<file path="src/rtl/vpifo_pop_scheduler.sv">
// Purpose: weighted round-robin pop scheduler that tracks per-tree occupancy and issues pops to the vPIFO task generator.
// Latency: a push at edge k makes o_pop high in cycle k+2; pops are spaced by at least POP_GAP+1 cycles.
// Backpressure: one pop outstanding at a time; it waits for i_pop_out, or gives up after TIMEOUT WAIT cycles.
module vpifo_pop_scheduler #(
  parameter int TREE_NUM      = 4,
  parameter int TREE_NUM_BITS = $clog2(TREE_NUM),
  parameter int PTW           = 16,
  parameter int MTW           = $clog2(TREE_NUM),
  parameter int CNT_W         = 16,
  parameter int WEIGHT_W      = 4,
  parameter int POP_GAP       = 4,
  parameter int TIMEOUT       = 64
) (
  input  logic                         i_clk,
  input  logic                         i_arst_n,
  input  logic                         i_enable,
  input  logic                         i_push,
  input  logic [TREE_NUM_BITS-1:0]     i_push_tree_id,
  input  logic [TREE_NUM*WEIGHT_W-1:0] i_weight,
  output logic                         o_pop,
  output logic [TREE_NUM_BITS-1:0]     o_pop_tree_id,
  input  logic                         i_pop_out,
  input  logic [MTW+PTW-1:0]           i_pop_data,
  output logic [MTW+PTW-1:0]           o_last_pop_data,
  output logic [TREE_NUM-1:0]          o_nonempty,
  output logic [CNT_W-1:0]             o_pop_count,
  output logic                         o_overflow,
  output logic                         o_timeout
);

  // gap_cnt never needs to count past TIMEOUT-1
  localparam int GAP_W = $clog2(TIMEOUT);
  localparam logic [GAP_W-1:0] GAP_LAST  = GAP_W'(POP_GAP - 1);
  localparam logic [GAP_W-1:0] TOUT_LAST = GAP_W'(TIMEOUT - 1);
  localparam logic [CNT_W-1:0] OCC_MAX   = '1;

  typedef enum logic {ST_IDLE = 1'b0, ST_WAIT = 1'b1} state_t;

  state_t                    state, state_next;
  logic [CNT_W-1:0]          occ      [TREE_NUM];
  logic [CNT_W-1:0]          occ_next [TREE_NUM];
  logic [TREE_NUM-1:0]       occ_nz;
  logic [TREE_NUM-1:0]       push_hit, issue_hit;
  logic [TREE_NUM_BITS-1:0]  cur, scan_tree, sel_tree;
  logic [WEIGHT_W-1:0]       credit, scan_weight, sel_credit;
  logic [GAP_W-1:0]          gap_cnt;
  logic                      done_seen, found;
  logic                      issue, complete, tout_hit, ovf_hit;

  // Wrapping tree index: base + off modulo TREE_NUM
  function automatic logic [TREE_NUM_BITS-1:0] wrap_add(input logic [TREE_NUM_BITS-1:0] base, input int off);
    return TREE_NUM_BITS'((int'(base) + off) % TREE_NUM);
  endfunction

  // Non-empty view of the registered occupancy; all decisions are made from this
  always_comb begin
    occ_nz = '0;
    for (int n = 0; n < TREE_NUM; n++) occ_nz[n] = (occ[n] != '0);
  end

  // Tree choice: stay on cur while it has credit, else first non-empty tree after cur (cur itself last)
  always_comb begin
    found     = 1'b0;
    scan_tree = cur;
    for (int k = 1; k <= TREE_NUM; k++) begin
      if (!found && occ_nz[wrap_add(cur, k)]) begin
        found     = 1'b1;
        scan_tree = wrap_add(cur, k);
      end
    end
    scan_weight = i_weight[int'(scan_tree)*WEIGHT_W +: WEIGHT_W];
    if (occ_nz[cur] && credit != '0) begin
      sel_tree   = cur;
      sel_credit = credit - WEIGHT_W'(1);
    end else begin
      sel_tree   = scan_tree;
      // zero weight behaves as a quantum of one
      sel_credit = (scan_weight == '0) ? '0 : scan_weight - WEIGHT_W'(1);
    end
  end

  // FSM next state: issue from IDLE, leave WAIT on completion past the gap or on timeout
  always_comb begin
    state_next = state;
    issue      = 1'b0;
    complete   = 1'b0;
    tout_hit   = 1'b0;
    case (state)
      ST_IDLE: begin
        if (i_enable && (occ_nz != '0)) begin
          issue      = 1'b1;
          state_next = ST_WAIT;
        end
      end
      ST_WAIT: begin
        complete = i_pop_out && !done_seen;
        if (done_seen || i_pop_out) begin
          if (gap_cnt >= GAP_LAST) state_next = ST_IDLE;
        end else if (gap_cnt == TOUT_LAST) begin
          tout_hit   = 1'b1;
          state_next = ST_IDLE;
        end
      end
      default: state_next = ST_IDLE;
    endcase
  end

  // Occupancy update: a push and an issue to the same tree cancel; a saturated push is dropped
  always_comb begin
    push_hit  = '0;
    issue_hit = '0;
    ovf_hit   = 1'b0;
    if (i_push) push_hit[i_push_tree_id] = 1'b1;
    if (issue)  issue_hit[sel_tree]      = 1'b1;
    for (int n = 0; n < TREE_NUM; n++) begin
      occ_next[n] = occ[n];
      if (push_hit[n] && !issue_hit[n]) begin
        if (occ[n] == OCC_MAX) ovf_hit = 1'b1;
        else                   occ_next[n] = occ[n] + CNT_W'(1);
      end else if (issue_hit[n] && !push_hit[n]) begin
        occ_next[n] = occ[n] - CNT_W'(1);
      end
    end
  end

  // FSM state register
  always_ff @(posedge i_clk or negedge i_arst_n) begin
    if (!i_arst_n) state <= ST_IDLE;
    else           state <= state_next;
  end

  // Occupancy counters, registered non-empty flags and sticky overflow
  always_ff @(posedge i_clk or negedge i_arst_n) begin
    if (!i_arst_n) begin
      for (int n = 0; n < TREE_NUM; n++) occ[n] <= '0;
      o_nonempty <= '0;
      o_overflow <= 1'b0;
    end else begin
      for (int n = 0; n < TREE_NUM; n++) begin
        occ[n]        <= occ_next[n];
        o_nonempty[n] <= (occ_next[n] != '0);
      end
      if (ovf_hit) o_overflow <= 1'b1;
    end
  end

  // Issue side: round-robin pointer, credit, pop strobe and WAIT bookkeeping
  always_ff @(posedge i_clk or negedge i_arst_n) begin
    if (!i_arst_n) begin
      cur           <= '0;
      credit        <= '0;
      o_pop         <= 1'b0;
      o_pop_tree_id <= '0;
      gap_cnt       <= '0;
      done_seen     <= 1'b0;
    end else begin
      o_pop <= issue;
      if (issue) begin
        cur           <= sel_tree;
        credit        <= sel_credit;
        o_pop_tree_id <= sel_tree;
        gap_cnt       <= '0;
        done_seen     <= 1'b0;
      end else if (state == ST_WAIT) begin
        gap_cnt <= gap_cnt + GAP_W'(1);
        if (complete) done_seen <= 1'b1;
      end
    end
  end

  // Completion side: pop counter, captured data and sticky timeout
  always_ff @(posedge i_clk or negedge i_arst_n) begin
    if (!i_arst_n) begin
      o_pop_count     <= '0;
      o_last_pop_data <= '0;
      o_timeout       <= 1'b0;
    end else begin
      if (complete) begin
        o_pop_count     <= o_pop_count + CNT_W'(1);
        o_last_pop_data <= i_pop_data;
      end
      if (tout_hit) o_timeout <= 1'b1;
    end
  end

endmodule

</file>
<file path="config.mk">
export PLATFORM = sky130hd
export DESIGN_NAME = vpifo_pop_scheduler
export DESIGN_NICKNAME = d
export VERILOG_FILES = /design/src/rtl/vpifo_pop_scheduler.sv
export SDC_FILE = /design/constraint.sdc
export NUM_CORES = 1
export LEC_CHECK = 0
export CORE_AREA = 2 2 133 135
export CTS_BUF_LIST = sky130_fd_sc_hd__clkbuf_8 sky130_fd_sc_hd__clkbuf_16
export DETAILED_ROUTE_END_ITERATION = 10
export DIE_AREA = 0 0 135 137
export MAX_ROUTING_LAYER = met4
export PLACE_DENSITY = 0.66
export SLEW_MARGIN = 15
export SYNTH_ARGS = -nofsm -noshare
export SYNTH_HDL_FRONTEND = slang
export SYNTH_SLANG_ARGS = --single-unit
</file>
<file path="constraint.sdc">
create_clock -name i_clk -period 11.7 [get_ports i_clk]
set_input_delay 1.17 -clock i_clk [delete_from_list [all_inputs] [get_ports i_clk]]
set_output_delay 1.17 -clock i_clk [all_outputs]
set_load 0.01 [all_outputs]
</file>
# Word-level counts from Yosys, hierarchy flattened
# Cells that the tools add are included.
classes:
  add_sub_neg: 16
  n_lt_le_gt_ge: 10
  mul: 0
  n_bitwise: 1
  mux: 61
  div_mod_pow: 0
  n_shift: 1
  reduce_logical: 43
  n_eq_ne: 5
op_table:
  columns: ["op", "count"]
  rows:
  - ["$mux 16", 12]
  - ["$reduce_bool 16->1", 8]
  - ["$add 16x1->16 const B", 5]
  - ["$eq 16x16->1 const B", 4]
  - ["$sub 16x1->16 const B", 4]
  - ["$mux 1", 30]
  - ["$lt 2x3->1 const B", 7]
  - ["$logic_and 1x1->1", 16]
  - ["$mux 4", 4]
  - ["$shiftx 16x5->4", 1]
  - ["$logic_not 1->1", 12]
  - ["$mux 6", 2]
  - ["$bmux 1 s2", 5]
  - ["$mux 2", 5]
  - ["$reduce_bool 4->1", 2]
  - ["$sub 4x1->4 const B", 2]
  - ["$add 6x1->6 const B", 1]
  - ["$eq 6x6->1 const B", 1]
  - ["$ge 6x2->1 const B", 1]
  - ["$add 2x1->2 const B", 2]
  - ["$add 2x2->2 const B", 2]
  - ["$demux 1 s2", 2]
  - ["$ge 2x1->1 const B", 2]
  - ["$logic_not 4->1", 1]
  - ["other kinds (5)", 6]
word_totals:
  mem_bits_ro: 0
  reg_bits: 119
  input_bits: 41
  memories: 0
  word_cells: 152
  ramBits: 0
  output_inout_bits: 43
  latchBits: 0

# Depth between registers and ports, before layout
logic_depth:
  depth_word: 28
  depth_mapped: 16
  depth_no_buf: 14

# Least setup slack after synthesis
# Ideal clock, no wire load.
synth_path:
  path_kind: "register -> register"
  from: "reg occ[16] (netlist bit)"
  to: "reg o_nonempty[2]"
  t_required_ns: 11.560
  stages_incl_launch_ff: 16
  n_path_buf: 2
  slack_ns: 7.624
  period_less_slack_ns: 4.076
  t_arrival_ns: 3.936
  cell_sequence: "dfrtp_1 > inv_1 > ha_1 > nor4b_1 > nand4_1 > o21ai_1 > a21oi_2 > buf_6 > or4_4 > buf_6 > a211oi_4 > mux2i_1 > xor2_1 > or4_4 > a2111oi_2 > nand4_1"
synth_lines:
  columns: ["item", "line", "rtl"]
  rows:
  - ["start: declaration", "40", "logic [CNT_W-1:0] occ [TREE_NUM];"]
  - ["start signal: indexed assignment", "140", "occ[n] <= occ_next[n];"]
  - ["end signal: indexed assignment", "141", "o_nonempty[n] <= (occ_next[n] != '0);"]
  - ["end: declaration", "25", "output logic [TREE_NUM-1:0] o_nonempty,"]

==> results.sh <==
export IMPL_worstPathBufferInverterCount=2
export IMPL_worst_hold_path_type="reg -> reg"
export IMPL_die_width_um=135
export IMPL_ys_seq_elements=119
export IMPL_placement_rows=48
export IMPL_wire_per_inst_um=16.8
export IMPL_r2r_setup_slack_ns=6.52
export IMPL_die_area_um2=18500
export IMPL_drt_first_iter_violations=517
export IMPL_capturing_point_of_the_worst_reg2reg_path="o_nonempty[1]"
export IMPL_power_per_cell_area_nw_per_um2=244
export IMPL_worstSetupStartpointType="register"
export IMPL_peakVddDrop_v=0.000155
export IMPL_ys_warnings_count=0
export IMPL_arr_time_crit_path_ns=5.47
export IMPL_postLayoutSetupSlackWorst_ns=6.52
export IMPL_ys_types=84
export IMPL_timing_worst_setup_path_type="reg -> reg"
export IMPL_io_buffers=83
export IMPL_drt_first_pass_iters=7
export IMPL_seq_area_frac_synth_pct=39.4
export IMPL_synth_async_reset_ratio_pct=100
export IMPL_maxSlewHeadroom_pct=40.4
export IMPL_post_route_cells_drive_above_1_share_pct=9.52
export IMPL_slew_violations=0
export IMPL_crit_required_ns=11.99
export IMPL_cts_clk_pin_slew_worst_paths_ns=0.06
export IMPL_worst_slew_pin_slew_ns=0.894
export IMPL_finalWirelength_um=19100
export IMPL_avgSynthCellArea_um2=9.16
export IMPL_antenna_found_initial=0
export IMPL_synth_enable_flop_cells=0
export IMPL_worstRegToRegCells=14
export IMPL_max_clock_path_buffers=2
export IMPL_p_leak_nw=3.76
export IMPL_flow_area_growth_from_synthesis_pct=19.8
export IMPL_grt_pass1_wl_um=31900
export IMPL_tritoncts_clock_tree="built"
export IMPL_pre_cts_slack_ns=6.65
export IMPL_num_nets_final=954
export IMPL_crit_path_cell_trace="inv_1 -> ha_1 -> nor4b_1 -> nand4_1 -> o41ai_1 -> nand2b_1 -> inv_1 -> o211ai_1 -> o31ai_1 -> nor2_1 -> a31oi_1 -> xnor2_1 -> or4_1 -> or4_1"
export IMPL_cts_hold_fix_buffers=0
export IMPL_critical_path_startpoint="occ[16]"
export IMPL_cell_depth_of_the_worst_setup_path=14
export IMPL_synth_cell_area_um2=7550
export IMPL_ioPinCount=84
export IMPL_critical_path_max_fanout=14
export IMPL_grt_start_max_net_pins=70
export IMPL_clkLatencyLatePin_ns=0.42
export IMPL_finalHoldViolCount=0
export IMPL_achievable_frequency_ghz=0.193
export IMPL_total_routing_resource_utilization_after_global_routing_pct=22.1
export IMPL_post_cts_setup_buffer_count=0
export IMPL_period_minus_slack_ns=5.18
export IMPL_worstSetupEndpoint="o_nonempty[1]"
export IMPL_post_syn_instances=825
export IMPL_cts_made_buffers=17
export IMPL_antenna_left=0
export IMPL_fp_dieH_um=137
export IMPL_floorplan_initialDensity_pct=44.3
export IMPL_share_of_the_cycle_needed_by_the_critical_path_after_routing_pct=44.2
export IMPL_power_mw=2.21
export IMPL_cts_max_level=4
export IMPL_via_count=6716
export IMPL_area_taken_by_multi_input_logic_gates_um2=4270
export IMPL_cts_root_buffer_cell="sky130_fd_sc_hd__clkbuf_16"
export IMPL_antennaDiodeCount=0
export IMPL_final_area_um2=9050
export IMPL_register_area_um2=2980
export IMPL_dpl_hpwl_um=13800
export IMPL_totalNegativeSetupSlack_ns=0
export IMPL_grt_pass1_vias=6311
export IMPL_run_status="complete, no violations"
export IMPL_cts_sinks=119
export IMPL_cap_viol_max_count=0
export IMPL_max_stage_delay_ns=0.57
export IMPL_r2r_start="occ[16]"
export IMPL_final_fill_count=1596
export IMPL_cts_repair_resize_count=0
export IMPL_grt_remaining_overflow=0
export IMPL_vias_per_cell=5.90
export IMPL_crit_family="simple AND/OR/NAND/NOR gates"
export IMPL_floorplan_core_area_um2=17100
export IMPL_post_route_drc_count=0
export IMPL_dpl_cell_area_um2=8500
export IMPL_synthFlopType="sky130_fd_sc_hd__dfrtp_1"
export IMPL_rsz0062_at_grt="no"
export IMPL_synth_net_count=877
export IMPL_end_kind="register"
export IMPL_setup_viol=0
export IMPL_timing_critical_path_slowest_stage_cell="sky130_fd_sc_hd__o41ai_1"
export IMPL_clock_skew_ns=0.00798
export IMPL_place_congestion=0.912
## cell type report
type	count	share of cell area, %
clock buffer	17	4.70
sequential	119	32.9
clock inverter	14	1.42
inverter	25	1.04
timing repair buffer	89	9.65
multi-input combinational	650	47.2
tap	225	3.11
## cells by family (layout without fill, tap and decap cells)
logic type      count (synthesis)  count (layout)  share of synthesized area (%)
mux                            22              22                           3.03
fa+ha+maj                      11              11                           1.82
buf+inv                        56             145                           4.07
xor+xnor                       59              59                           6.84
flops                         119             119                           39.4
compound gates                146             146                           14.2
simple gates                  412             412                           30.6
## worst reg2reg max path, cell delays in order (launching register included)
cell	delay (ns)
sky130_fd_sc_hd__dfrtp_1	0.44
sky130_fd_sc_hd__inv_1	0.11
sky130_fd_sc_hd__ha_1	0.22
sky130_fd_sc_hd__nor4b_1	0.32
sky130_fd_sc_hd__nand4_1	0.33
sky130_fd_sc_hd__o41ai_1	0.57
sky130_fd_sc_hd__nand2b_1	0.55
sky130_fd_sc_hd__inv_1	0.39
sky130_fd_sc_hd__o211ai_1	0.38
sky130_fd_sc_hd__o31ai_1	0.16
sky130_fd_sc_hd__nor2_1	0.35
sky130_fd_sc_hd__a31oi_1	0.16
sky130_fd_sc_hd__xnor2_1	0.16
sky130_fd_sc_hd__or4_1	0.46
sky130_fd_sc_hd__or4_1	0.46
## cell usage after synthesis, drive strengths merged (3+ instances only)
| cell | count | area [um2] |
|---|---|---|
| a211oi | 8 | 72.6 |
| a21o | 4 | 31.3 |
| a21oi | 14 | 77.6 |
| a221oi | 4 | 35.0 |
| a22o | 3 | 26.3 |
| a22oi | 7 | 52.6 |
| a31oi | 10 | 62.6 |
| and2 | 10 | 62.6 |
| and3 | 23 | 146 |
| and4 | 9 | 82.6 |
| buf | 16 | 126 |
| clkbuf | 15 | 87.6 |
| dfrtp | 119 | 2980 |
| ha | 11 | 138 |
| inv | 25 | 93.8 |
| mux2 | 4 | 45.0 |
| mux2i | 18 | 184 |
| nand2 | 117 | 439 |
| nand2b | 5 | 31.3 |
| nand3 | 48 | 240 |
| nand4 | 22 | 150 |
| nor2 | 48 | 180 |
| nor3 | 34 | 180 |
| nor3b | 6 | 45.0 |
| nor4 | 40 | 380 |
| nor4b | 4 | 41.3 |
| o211ai | 7 | 52.6 |
| o21a | 6 | 45.0 |
| o21ai | 33 | 165 |
| o21bai | 5 | 37.5 |
| o221ai | 4 | 35.0 |
| o22ai | 7 | 43.8 |
| o31a | 3 | 28.8 |
| o31ai | 4 | 43.8 |
| o32ai | 4 | 35.0 |
| or2 | 8 | 50.1 |
| or3 | 15 | 95.1 |
| or4 | 15 | 120 |
| xnor2 | 36 | 315 |
| xor2 | 23 | 201 |
## cell usage in the layout, fill, tap and decap left out, drive strengths merged, types with 15 or more instances in the layout
cell type	n
o21ai	33
nor3	34
dfrtp	119
or3	15
nand2	117
xor2	23
and3	23
xnor2	36
nor4	40
nand4	22
inv	28
nand3	48
mux2i	18
nor2	48
or4	15
clkdlybuf4s50	82
clkbuf	17
## sequential cells by signal, summed over array words and instances (netlist names)
name	cells
occ	64
gap_cnt	6
o_overflow	1
cur	2
credit	4
done_seen	1
o_last_pop_data	18
o_pop_count	16
state	1
o_pop	1
o_timeout	1
o_nonempty	4
## worst min-delay path by stage
stage                     cells past startpoint             endpoint  slack [ns]                 from
final                                         1      o_pop_count[15]        0.47      o_pop_count[15]
after detailed placement                      2   o_last_pop_data[5]        0.46   o_last_pop_data[5]
after floorplan                               1           gap_cnt[5]        0.47           gap_cnt[5]
after CTS                                     1      o_pop_count[15]        0.47      o_pop_count[15]
after global routing                          2   o_last_pop_data[5]        0.49   o_last_pop_data[5]
after global placement                        2  o_last_pop_data[11]        0.46  o_last_pop_data[11]
## through the flow
step	cells	hold slack (ns)	utilization [%]
2_1_floorplan	825	0.468	-
3_3_place_gp	1108	0.457	49.8
3_5_place_dp	1108	0.461	49.8
4_1_cts	1139	0.473	53.1
5_1_grt	1139	0.493	53.1
6_report	1139	0.470	53.1
## where the power goes
part	internal, mW	total, mW	switching (mW)	leakage [nW]
clock network	0.292	0.490	0.199	0.266
logic	0.407	0.928	0.520	1.99
registers	0.560	0.791	0.231	1.51
total	1.26	2.21	0.951	3.76
## metal layers
metal	global-route usage, %	routed length (um)	vias to the layer above
met3	3.41	795	35
met2	33.9	9190	187
met5	-	0	-
met4	8.91	430	0
li1	-	-	3233
met1	29.5	8680	3261
Note: power is estimated with default switching activity, not from simulation.
